### src/rtl/rf_pkg.sv
// Shared types and defaults for the random-forest vote aggregator.
package rf_pkg;

  // Round sequencing: gather votes, tally them one per cycle, pick the winner, present it.
  typedef enum logic [1:0] {
    S_COLLECT = 2'd0,
    S_COUNT   = 2'd1,
    S_RESOLVE = 2'd2,
    S_OUT     = 2'd3
  } vote_state_t;

  localparam int CLS_W        = 2;
  localparam int N_CLASSES    = 4;
  localparam int N_TREES_DFLT = 5;

  // A bucket must hold every tree voting for the same class.
  localparam int CNT_W = $clog2(N_TREES_DFLT + 1);
  typedef logic [CNT_W-1:0] count_t;

endpackage

### src/rtl/rf_argmax.sv
// Combinational argmax over the per-class vote buckets.
// The lowest class index wins a tie; tie flags any other class sharing the maximum.
module rf_argmax #(
  parameter int N_CLASSES = 4,
  parameter int CW        = 3,
  parameter int CLS_W     = 2
) (
  input  logic [N_CLASSES*CW-1:0] counts,
  output logic [CLS_W-1:0]        max_idx,
  output logic [CW-1:0]           max_val,
  output logic                    tie
);
  import rf_pkg::*;

  // Strict greater-than keeps the first (lowest) index holding the maximum.
  always_comb begin
    max_idx = '0;
    max_val = counts[CW-1:0];
    tie     = 1'b0;
    for (int k = 1; k < N_CLASSES; k++) begin
      if (counts[k*CW +: CW] > max_val) begin
        max_val = counts[k*CW +: CW];
        max_idx = CLS_W'(k);
      end
    end
    for (int k = 0; k < N_CLASSES; k++) begin
      if ((CLS_W'(k) != max_idx) && (counts[k*CW +: CW] == max_val)) begin
        tie = 1'b1;
      end
    end
  end

endmodule

### src/rtl/rf_vote_agg.sv
// Majority-vote aggregator: one vote per tree per round, sequential tally,
// argmax resolve, result held on a valid/ready output.
//
// Output handshake: pred_valid rises only from registered state and stays high,
// with pred_class/pred_conf/pred_tie frozen, until a cycle in which pred_ready is
// also high; that edge retires the result. pred_ready may be high early and never
// feeds back combinationally into pred_valid.
module rf_vote_agg #(
  parameter int N_TREES   = rf_pkg::N_TREES_DFLT,
  parameter int CLS_W     = rf_pkg::CLS_W,
  parameter int N_CLASSES = rf_pkg::N_CLASSES,
  localparam int CW       = $clog2(N_TREES + 1)
) (
  input  logic                     clk,
  input  logic                     rst,
  input  logic [N_TREES*CLS_W-1:0] tree_class,
  input  logic [N_TREES-1:0]       tree_done,
  input  logic                     clear,
  output logic [CLS_W-1:0]         pred_class,
  output logic [CW-1:0]            pred_conf,
  output logic                     pred_tie,
  output logic                     pred_valid,
  input  logic                     pred_ready,
  output logic                     busy,
  output logic                     overrun
);
  import rf_pkg::*;

  localparam int IW = (N_TREES > 1) ? $clog2(N_TREES) : 1;
  localparam logic [IW-1:0] IDX_LAST = IW'(N_TREES - 1);

  vote_state_t             state_q, state_d;
  logic [N_TREES-1:0]      got_q;
  logic [CLS_W-1:0]        cls_q [N_TREES];
  logic [IW-1:0]           idx_q;
  logic [N_CLASSES*CW-1:0] cnt_q;
  logic [CLS_W-1:0]        am_idx;
  logic [CW-1:0]           am_val;
  logic                    am_tie;
  logic                    all_got;

  // Round is complete on the edge where the last outstanding tree reports.
  assign all_got = &(got_q | tree_done);
  assign busy    = (state_q != S_COLLECT);

  rf_argmax #(
    .N_CLASSES (N_CLASSES),
    .CW        (CW),
    .CLS_W     (CLS_W)
  ) u_argmax (
    .counts  (cnt_q),
    .max_idx (am_idx),
    .max_val (am_val),
    .tie     (am_tie)
  );

  // State register.
  always_ff @(posedge clk or posedge rst) begin
    if (rst) state_q <= S_COLLECT;
    else     state_q <= state_d;
  end

  // Next-state logic; clear overrides every transition.
  always_comb begin
    state_d = state_q;
    if (clear) begin
      state_d = S_COLLECT;
    end else begin
      case (state_q)
        S_COLLECT: if (all_got) state_d = S_COUNT;
        S_COUNT:   if (idx_q == IDX_LAST) state_d = S_RESOLVE;
        S_RESOLVE: state_d = S_OUT;
        S_OUT:     if (pred_valid && pred_ready) state_d = S_COLLECT;
        default:   state_d = S_COLLECT;
      endcase
    end
  end

  // Datapath: vote latches, tally buckets, result registers and the sticky overrun flag.
  always_ff @(posedge clk or posedge rst) begin
    if (rst) begin
      got_q      <= '0;
      idx_q      <= '0;
      cnt_q      <= '0;
      pred_class <= '0;
      pred_conf  <= '0;
      pred_tie   <= 1'b0;
      pred_valid <= 1'b0;
      overrun    <= 1'b0;
      for (int i = 0; i < N_TREES; i++) cls_q[i] <= '0;
    end else if (clear) begin
      // Abort: votes arriving alongside clear are discarded without flagging overrun.
      got_q      <= '0;
      idx_q      <= '0;
      cnt_q      <= '0;
      pred_class <= '0;
      pred_conf  <= '0;
      pred_tie   <= 1'b0;
      pred_valid <= 1'b0;
      overrun    <= 1'b0;
    end else begin
      case (state_q)
        S_COLLECT: begin
          idx_q <= '0;
          for (int i = 0; i < N_TREES; i++) begin
            if (tree_done[i]) begin
              if (got_q[i]) begin
                overrun <= 1'b1;
              end else begin
                got_q[i] <= 1'b1;
                cls_q[i] <= tree_class[i*CLS_W +: CLS_W];
              end
            end
          end
        end
        S_COUNT: begin
          if (|tree_done) overrun <= 1'b1;
          // Out-of-range classes match no bucket but still use their slot.
          for (int k = 0; k < N_CLASSES; k++) begin
            if (cls_q[idx_q] == CLS_W'(k)) begin
              cnt_q[k*CW +: CW] <= cnt_q[k*CW +: CW] + CW'(1);
            end
          end
          idx_q <= idx_q + IW'(1);
        end
        S_RESOLVE: begin
          if (|tree_done) overrun <= 1'b1;
          pred_class <= am_idx;
          pred_conf  <= am_val;
          pred_tie   <= am_tie;
          pred_valid <= 1'b1;
        end
        S_OUT: begin
          if (|tree_done) overrun <= 1'b1;
          if (pred_valid && pred_ready) begin
            pred_valid <= 1'b0;
            got_q      <= '0;
            cnt_q      <= '0;
          end
        end
        default: ;
      endcase
    end
  end

endmodule

### config.mk
export PLATFORM = sky130hd
export DESIGN_NAME = rf_vote_agg
export DESIGN_NICKNAME = d
export VERILOG_FILES = /design/src/rtl/rf_pkg.sv /design/src/rtl/rf_argmax.sv /design/src/rtl/rf_vote_agg.sv
export SDC_FILE = /design/constraint.sdc
export NUM_CORES = 1
export LEC_CHECK = 0
export CAP_MARGIN = 20
export CORE_MARGIN = 4
export CORE_UTILIZATION = 52
export CTS_BUF_LIST = sky130_fd_sc_hd__clkbuf_16
export DETAILED_ROUTE_END_ITERATION = 10
export MAX_ROUTING_LAYER = met4
export PLACE_DENSITY = 0.79
export SYNTH_ARGS = -nofsm -noshare
export SYNTH_HDL_FRONTEND = slang
export SYNTH_SLANG_ARGS = --single-unit
export TNS_END_PERCENT = 50
### constraint.sdc
create_clock -name clk -period 4.5 [get_ports clk]
set_input_delay 1.35 -clock clk [delete_from_list [all_inputs] [get_ports clk]]
set_output_delay 1.35 -clock clk [all_outputs]
set_load 0.01 [all_outputs]
==> summary.txt, run 1 <==
status = complete, no violations
Worst-Margin Slew = 0.628 ns
Worst Setup End Kind = register
critical path's top delay family = simple AND/OR/NAND/NOR gates
startpoint types = register
DRC = 0
Site Rows = 27
Non-Filler Instances = 442
slew margin rel. = 0.580
Worst-path clk slew = 0.06 ns
fin crit share = 0.975
worst hold margin = 0.509 ns
drt pass-1 iters = 4
post-route ant nets = 0
crit path max fanout = 11
Clock Latency Late Sink = 0.28 ns
Avg Cell Area, Syn = 9.16 um2
Arr. time, crit path = 4.55 ns
Mapped Cells = 324
Post-synth EDFFs = 0
Post-DP HPWL = 5710 um
Max Clk Rate = 228 MHz
Critical Setup Path Class = reg -> reg
Layout Nets = 408
post-synthesis sequential area ratio = 0.337
main flop type after synthesis = dfrtp_1
Yosys reg bits = 40
Mapped Area = 2970 um2
I/O pins = 28
Warnings, synthesis = 0
Port Buffers = 27
Crit path required time = 4.66 ns
final-report setup violation count = 0
slack of the critical path = 0.113 ns
vias post-DR = 2,712
clock buffer depth = 2
Vias/cell = 6.14
Placed Cells = 431
die area = 6980 um2
crit path max-delay cell type = or4_1
RD Place Congestion = 0.909
share of layout cells above drive strength 1 = 0.222
Total Neg Setup Slack = 0 ns
hold crit path type = reg -> reg
antenna cells = 0
Initial DRC Count = 133
chip width = 83.5 um
Post-Synthesis Net Count = 363
initial antenna violation count = 0
first-pass GRT wire length = 12,500 um
area added between synthesis and finish = 26.2%
H-tree depth = 2
area of the core = 5510 um2
pin count of the biggest net entering global routing = 41
skew final = 0.00698 ns
CP bufs+invs = 4
Post-synth ARST share = 1.00
CP max stage delay = 0.50 ns
global route overflow = 0
CP cell instances = inv_1 -> ha_4 -> nand2b_4 -> a211o_1 -> a32oi_4 -> inv_2 -> ha_4 -> nand3b_1 -> nand2_2 -> buf_6 -> nand2_2 -> o21ai_4 -> ha_1 -> nor2_2 -> a31oi_4 -> and2_4 -> buf_4 -> or4_1 -> nand4_1 -> nor3_1 -> nor3b_1 -> o31ai_1
Total GRT Usage = 0.222
dpl ws = 0.00394 ns
number of global-route vias before repair = 2,680
Pins Over Slew Limit = 0
Root Buffer = clkbuf_16
TritonCTS clock tree = built
Cell variety after synth = 59
Initial Util = 0.539
fill count = 443
die height = 83.5 um
CTS sink cnt = 40
wire length per cell = 17.1 um
MaxCap Viol Count = 0
total wire length = 7570 um
Tmin final = 4.39 ns
Final Hold Fails = 0
cts bufs inserted = 5
==> final cells by class <==
type,instances,area (um2),area share
Multi-Input combinational cell,248,1970,0.527
Sequential cell,40,1000,0.267
Clock buffer,5,125,0.0334
Tap cell,72,90.1,0.0241
Timing Repair Buffer,50,447,0.119
Inverter,24,90.1,0.0241
Clock inverter,3,17.5,0.00468
==> through the flow <==
stage | utilization | cell area (um2)
2_1_floorplan | - | 3000
3_3_place_gp | 0.624 | 3440
3_5_place_dp | 0.624 | 3440
4_1_cts | 0.651 | 3580
5_1_grt | 0.680 | 3740
6_report | 0.680 | 3740
==> worst paths after layout <==
path	startpoint	to	slack, ns	cells past startpoint
max in group asynchronous	rst	cnt_q[8]$_DFFE_PP0P_	2.65	3
min in group asynchronous	rst	cls_q[0]$_DFFE_PP0P_	1.49	3
worst min-delay path	cls_q[9]$_DFFE_PP0P_	cls_q[9]$_DFFE_PP0P_	0.51	1
worst max register to register	cnt_q[1]$_DFFE_PP0P_	pred_tie$_DFFE_PP0P_	0.11	22
worst max-delay path	cnt_q[1]$_DFFE_PP0P_	pred_tie$_DFFE_PP0P_	0.11	22
worst min register to register	cls_q[9]$_DFFE_PP0P_	cls_q[9]$_DFFE_PP0P_	0.51	1
==> worst reg2reg max path, cell delays in order, from the launching register on <==
cell and delay, ns:
dfrtp_1 0.34, inv_1 0.08, ha_4 0.31, nand2b_4 0.06, a211o_1 0.31, a32oi_4 0.34, inv_2 0.11, ha_4 0.29
nand3b_1 0.14, nand2_2 0.15, buf_6 0.14, nand2_2 0.07, o21ai_4 0.08, ha_1 0.31, nor2_2 0.16, a31oi_4 0.06
and2_4 0.17, buf_4 0.16, or4_1 0.51, nand4_1 0.11, nor3_1 0.06, nor3b_1 0.22, o31ai_1 0.09
==> cells in the mapped netlist, types with 3 or more instances <==
cell type  instances  area, um2
o22ai_1            3       18.8
a221oi_1           3       26.3
mux2_2            16        180
a211oi_1           4       30.0
xnor2_1            4       35.0
mux2i_1            7       70.1
nand2b_1           5       31.3
clkbuf_1           7       26.3
o21ai_0           23        115
a21oi_1           17       85.1
inv_1             23       86.3
buf_6              3       33.8
nand3_1           14       70.1
or4_1              3       22.5
nand4_1           10       62.6
nor3_1             8       40.0
a22oi_1            7       52.6
nand3b_1           4       30.0
a211o_1            3       26.3
nor3b_1            7       52.6
nand2_1           16       60.1
ha_1              20        250
nor2_1            31        116
dfrtp_1           40       1000
==> repair_timing <==
| item | in CTS | in global routing |
|---|---|---|
| hold endpoints to repair | 0 | 0 |
| hold buffers | 0 | 0 |
| buffers inserted | 0 | 3 |
| resized for setup | 1 | 25 |
| pin swaps | 0 | 8 |
| endpoints found under the setup margin | 1 | 1 |
==> layer usage <==
metal	part of all wire	vias to the layer above	wire length, um	track usage
li1	-	1306	-	-
met1	0.42	1320	3190	0.271
met2	0.51	72	3900	0.376
met3	0.043	14	322	0.0395
met4	0.021	0	161	0.0643
met5	0	-	0	-
==> cells by family after synthesis <==
group / share of synthesized area
buf+inv: 0.0540
compound gates: 0.221
mux: 0.105
simple gates: 0.186
xor+xnor: 0.0118
fa+ha+maj: 0.0844
flops: 0.337
==> cells in the final DEF, fill, tap and decap left out, types with 2 or more instances in the layout <==
master            n
a211o_1           3
a211oi_1          4
a21oi_1          16
a221oi_1          3
a22oi_1           7
a31oi_1           2
and3_1            2
buf_4            22
clkbuf_16         5
clkdlybuf4s50_1  27
dfrtp_1          40
ha_1             14
ha_4              6
inv_1            21
inv_2             3
mux2_2           15
mux2_4            2
mux2i_1           7
mux4_2            2
nand2_1          11
nand2_2           4
nand2b_1          4
nand3_1          13
nand3b_1          4
nand4_1          10
nor2_1           29
nor3_1            8
nor3b_1           7
o2111ai_1         2
o211ai_1          2
o21a_1            2
o21ai_0          23
o21bai_1          2
o22ai_1           3
o311ai_1          2
or4_1             3
or4b_1            2
xnor2_1           4
==> sequential cells by signal, indices dropped and copies added (netlist names) <==
name / cells
cls_q: 10
cnt_q: 12
got_q: 5
idx_q: 3
overrun: 1
pred_class: 2
pred_conf: 3
pred_tie: 1
pred_valid: 1
state_q: 2
Power of run 1 is left out: the tool's default activity adds up to more than one toggle a clock period on the data nets, which glitch-free logic cannot reach.
==> run 2, diff against run 1 <==
CORE_ASPECT_RATIO = 1.75   (was not set)
CORE_UTILIZATION = 62   (was 52)
PLACE_DENSITY = 0.88   (was 0.79)
clock period = 5.36 ns   (was 4.5 ns; I/O delays follow)
==> run 2 against run 1 <==
Against the previous run: global-route usage is 7.1 points higher; critical path type unchanged; non-clock buffer count is 15 lower; fmax is 13% lower.
==> summary.txt, run 2 (same netlist as run 1, synthesis figures left out) <==
Largest Register = cnt_q
Total Neg Setup Slack = 0 ns (unchanged)
Total GRT Usage = 0.292 (+0.0707)
final-report setup violation count = 0 (unchanged)
skew final = 0.00522 ns (-0.00176 ns)
MaxCap Viol Count = 0 (unchanged)
fin crit share = 0.942 (-0.0327)
Critical Setup Path Class = reg -> reg
share of layout cells above drive strength 1 = 0.149 (-0.0723)
wire length per cell = 19.4 um (+13%)
area added between synthesis and finish = 17.8%
total wire length = 7900 um (+4.3%)
status = complete, no violations
Final Hold Fails = 0 (unchanged)
Initial DRC Count = 158 (+19%)
Arr. time, crit path = 5.24 ns (+0.69 ns)
Worst Hold Launch = cls_q[5]$_DFFE_PP0P_
cts bufs inserted = 5 (unchanged)
die area = 6000 um2 (-14%)
H-tree depth = 2 (unchanged)
DRC = 0 (unchanged)
drt pass-1 iters = 5 (+1)
Critical R2R Capture = pred_tie$_DFFE_PP0P_
worst reg2reg path depth = 19 (-14%)
Worst-path clk slew = 0.06 ns (about the same)
vias post-DR = 2,731 (+0.70%)
Worst Setup End Kind = register
Min-Delay Endpoint = cls_q[5]$_DFFE_PP0P_
Root Buffer = clkbuf_16
register-to-register setup slack = 0.31 ns (+0.20 ns)
Layout Nets = 393 (-3.7%)
antenna cells = 0 (unchanged)
clock buffer depth = 2 (unchanged)
Hold Path Cell Cnt = 1 (unchanged)
Vias/cell = 6.71 (+9.4%)
RD Place Congestion = 0.979 (+7.6%)
commonest cells after routing, fill and taps aside = dfrtp_1, nor2_1, clkdlybuf4s50_1, inv_1, o21ai_0
pin count of the biggest net entering global routing = 38 (-7.3%)
TritonCTS clock tree = built
global route overflow = 0 (unchanged)
initial antenna violation count = 0 (unchanged)
Tmin final = 5.05 ns (+0.663 ns)
die height = 99.5 um (+19%)
CTS sink cnt = 40 (unchanged)
Worst-Margin Slew = 0.708 ns (+0.0798 ns)
most common cell after layout, fill and taps aside = dfrtp_1
first-pass GRT wire length = 12,900 um (+3.2%)
R2R Path Start = cnt_q[0]$_DFFE_PP0P_
Clock Latency Late Sink = 0.28 ns (about the same)
slew margin rel. = 0.522 (-0.0577)
Pins Over Slew Limit = 0 (unchanged)
Crit path required time = 5.55 ns (+0.89 ns)
RSZ-0062 raised after global routing = false
number of global-route vias before repair = 2,734 (+2.0%)
Site Rows = 33 (+22%)
I/O pins = 28 (unchanged)
startpoint types = register
hold crit path type = reg -> reg
Largest register FFs = 12 (unchanged)
Largest regs = cnt_q (12), cls_q (10), got_q (5)
chip width = 60.3 um (-28%)
area of the core = 4670 um2 (-15%)
post-route ant nets = 0 (unchanged)
post-CTS setup buffers = 0 (unchanged)
crit path max fanout = 10 (-1)
fill count = 334 (-25%)
Port Buffers = 27 (unchanged)
Max Clk Rate = 198 MHz (-13%)
Initial Util = 0.636 (+0.0971)
Post-DP HPWL = 5890 um (+3.1%)
==> run 2: layout make-up <==
type	instances	area, um2	share of cell area
multi-input cells	248	1840	0.527
flip-flops and latches	40	1000	0.287
repair buffers	35	330	0.0946
clock buffers	5	125	0.0358
inverters	24	90.1	0.0258
well taps	52	65.1	0.0186
clock inverters	3	38.8	0.0111
==> run 2: timing repair <==
| action | in CTS | in global routing |
|---|---|---|
| endpoints found under the setup margin | 0 | 1 |
| hold endpoints to repair | 0 | 0 |
| hold buffers | 0 | 0 |
| gates resized for setup | 0 | 9 |
==> run 2: critical path: stages (launching register included) <==
cell,delay [ns]
dfrtp_1,0.48
ha_1,0.39
and2_2,0.25
o311ai_0,0.41
a32oi_2,0.19
ha_1,0.33
nand3_1,0.12
a21boi_1,0.23
nand2_1,0.18
a21boi_2,0.23
ha_1,0.31
a31oi_2,0.20
buf_4,0.19
nand2_1,0.13
buf_4,0.20
o2111ai_1,0.09
o311ai_0,0.27
nor3_1,0.45
nor3_1,0.10
o31ai_1,0.20
==> run 2: routing by layer <==
layer,share of wire,track usage,vias to the layer above,wire (um)
li1,-,-,1276,-
met1,0.35,0.296,1310,2770
met2,0.56,0.522,114,4430
met3,0.039,0.0390,31,305
met4,0.050,0.147,0,398
met5,0,-,-,0
==> run 2: metrics by stage <==
stage | utilization | hold slack [ns] | instances | cell area (um2) | worst slack (ns)
2_1_floorplan | - | 0.475 | 324 | 2970 | 0.600
3_3_place_gp | 0.706 | 0.490 | 399 | 3290 | 0.158
3_5_place_dp | 0.706 | 0.496 | 399 | 3290 | 0.104
4_1_cts | 0.741 | 0.506 | 407 | 3460 | 0.0835
5_1_grt | 0.749 | 0.534 | 407 | 3490 | 0.0109
6_report | 0.749 | 0.504 | 407 | 3490 | 0.310
==> run 2: worst max-delay path by stage <==
stage / start / endpoint / slack, ns / depth (start not counted)
6_report: cnt_q[0]$_DFFE_PP0P_ / pred_tie$_DFFE_PP0P_ / 0.31 / 19
5_1_grt: cnt_q[3]$_DFFE_PP0P_ / pred_tie$_DFFE_PP0P_ / 0.01 / 20
4_1_cts: cnt_q[1]$_DFFE_PP0P_ / pred_tie$_DFFE_PP0P_ / 0.08 / 20
3_5_place_dp: cnt_q[1]$_DFFE_PP0P_ / pred_tie$_DFFE_PP0P_ / 0.10 / 20
3_3_place_gp: cnt_q[1]$_DFFE_PP0P_ / pred_tie$_DFFE_PP0P_ / 0.16 / 20
2_1_floorplan: cnt_q[1]$_DFFE_PP0P_ / pred_tie$_DFFE_PP0P_ / 0.60 / 20
Power of run 2 is left out for the same reason.
==> run 3, diff against run 2 <==
CELL_PAD_IN_SITES_DETAIL_PLACEMENT = 1   (was not set)
CELL_PAD_IN_SITES_GLOBAL_PLACEMENT = 2   (was not set)
CORE_UTILIZATION = 39   (was 62)
PLACE_DENSITY = 0.89   (was 0.88)
==> run 3 against run 2 <==
Against the previous run: clock-buffer cell count is the same; via count grew 0.84%; first-iteration DRC count shrank 11%; die area grew 52%; largest cell class unchanged.
==> summary.txt, run 3 (same netlist as run 1, synthesis figures left out) <==
Total Neg Setup Slack = 0 ns (unchanged)
chip width = 73.9 um (+23%)
Root Buffer = clkbuf_16
initial antenna violation count = 0 (unchanged)
Initial DRC Count = 140 (-11%)
Tmin final = 5.01 ns (-0.0380 ns)
Min-Delay Endpoint = cls_q[9]$_DFFE_PP0P_
RD Place Congestion = 0.877 (-10%)
Crit path depth = 21 (+2)
Hold Path Cell Cnt = 1 (unchanged)
first-pass GRT wire length = 14,200 um (+10%)
Clock Latency Late Sink = 0.29 ns (about the same)
MaxCap Viol Count = 0 (unchanged)
Largest register FFs = 12 (unchanged)
global route overflow = 0 (unchanged)
CP max stage delay = 0.48 ns (about the same)
R2R Path Start = cnt_q[2]$_DFFE_PP0P_
startpoint types = register
CP bufs+invs = 4 (+2)
post-CTS setup buffers = 0 (unchanged)
Largest Register = cnt_q
Non-Filler Instances = 448 (+10%)
die height = 123 um (+24%)
drt pass-1 iters = 4 (-1)
Arr. time, crit path = 5.21 ns (-0.03 ns)
DRC = 0 (unchanged)
Post-DP HPWL = 6890 um (+17%)
I/O pins = 28 (unchanged)
Placed Cells = 440 (+10%)
skew final = 0.00312 ns (-0.00210 ns)
share of layout cells above drive strength 1 = 0.146 (-0.00289)
total wire length = 8620 um (+9.1%)
slew margin rel. = 0.485 (-0.0376)
area of the core = 7340 um2 (+57%)
Critical R2R Capture = pred_tie$_DFFE_PP0P_
fin crit share = 0.935 (-0.00709)
crit path max fanout = 9 (-1)
status = complete, no violations
area added between synthesis and finish = 19.8%
final-report setup violation count = 0 (unchanged)
Site Rows = 41 (+24%)
wire length per cell = 19.2 um (-0.92%)
register-to-register setup slack = 0.35 ns (+0.04 ns)
H-tree depth = 2 (unchanged)
most frequent CP cell = ha_1
Port Buffers = 27 (unchanged)
critical path's top delay family = simple AND/OR/NAND/NOR gates
cts bufs inserted = 5 (unchanged)
Max Clk Rate = 200 MHz (+0.76%)
number of global-route vias before repair = 2,904 (+6.2%)
Vias/cell = 6.15 (-8.4%)
die area = 9120 um2 (+52%)
post-route ant nets = 0 (unchanged)
Pins Over Slew Limit = 0 (unchanged)
antenna cells = 0 (unchanged)
Worst Hold Launch = cls_q[9]$_DFFE_PP0P_
Worst Setup End Kind = register
crit path max-delay cell type = dfrtp_1
CTS sink cnt = 40 (unchanged)
Worst-Margin Slew = 0.773 ns (+0.0653 ns)
Largest regs = cnt_q (12), cls_q (10), got_q (5)
Final Hold Fails = 0 (unchanged)
clock buffer depth = 2 (unchanged)
Worst-path clk slew = 0.06 ns (about the same)
pin count of the biggest net entering global routing = 41 (+7.9%)
Initial Util = 0.404 (-0.231)
most common cell after layout, fill and taps aside = dfrtp_1
Critical Setup Path Class = reg -> reg
worst reg2reg path depth = 21 (+2)
vias post-DR = 2,754 (+0.84%)
TritonCTS clock tree = built
Layout Nets = 400 (+1.8%)
Total GRT Usage = 0.210 (-0.0823)
Crit path required time = 5.56 ns (about the same)
RSZ-0062 raised after global routing = false
commonest cells after routing, fill and taps aside = dfrtp_1, nor2_1, clkdlybuf4s50_1, inv_1, o21ai_0
CP cell instances = inv_1 -> ha_1 -> nor2_1 -> a21o_2 -> mux2_2 -> inv_1 -> ha_1 -> a21oi_1 -> nand2_1 -> nand2_2 -> mux2_4 -> ha_1 -> a31oi_2 -> buf_4 -> nand2_1 -> buf_4 -> o2111ai_1 -> o311ai_1 -> nor3_1 -> nor3b_1 -> o31ai_1
hold crit path type = reg -> reg
## run 3: final cells by class
cell class	count	area (um2)
fillers	870	3780
multi-input cells	248	1810
flip-flops and latches	40	1000
repair buffers	42	383
clock buffers	5	125
well taps	86	108
inverters	24	90.1
clock inverters	3	38.8
## run 3: how the worst max path moves through the flow
| stage | start | to | slack (ns) |
|---|---|---|---|
| final | cnt_q[2]$_DFFE_PP0P_ | pred_tie$_DFFE_PP0P_ | 0.35 |
| after global routing | cnt_q[2]$_DFFE_PP0P_ | pred_tie$_DFFE_PP0P_ | 0.06 |
| after CTS | cnt_q[2]$_DFFE_PP0P_ | pred_tie$_DFFE_PP0P_ | 0.13 |
| after detailed placement | cnt_q[2]$_DFFE_PP0P_ | pred_tie$_DFFE_PP0P_ | 0.17 |
| after global placement | cnt_q[2]$_DFFE_PP0P_ | pred_tie$_DFFE_PP0P_ | 0.29 |
| after floorplan | cnt_q[1]$_DFFE_PP0P_ | pred_tie$_DFFE_PP0P_ | 0.60 |
## run 3: layer usage
metal | part of all wire | GRT usage
met5 | 0 | -
met4 | 0.055 | 0.127
met3 | 0.030 | 0.0220
met2 | 0.56 | 0.384
met1 | 0.36 | 0.205
## run 3: metrics by stage
stage	util	hold slack (ns)	worst slack, ns	instance area (um2)
2_1_floorplan	-	0.475	0.600	2970
3_3_place_gp	0.462	0.484	0.288	3390
3_5_place_dp	0.462	0.495	0.169	3390
4_1_cts	0.484	0.516	0.135	3550
5_1_grt	0.484	0.543	0.0637	3550
6_report	0.484	0.514	0.348	3550
## run 3: repair_timing
action,CTS,global route
hold buffers,0,0
setup endpoints to repair,0,1
resized for setup,0,3
Power of run 3 is left out for the same reason.
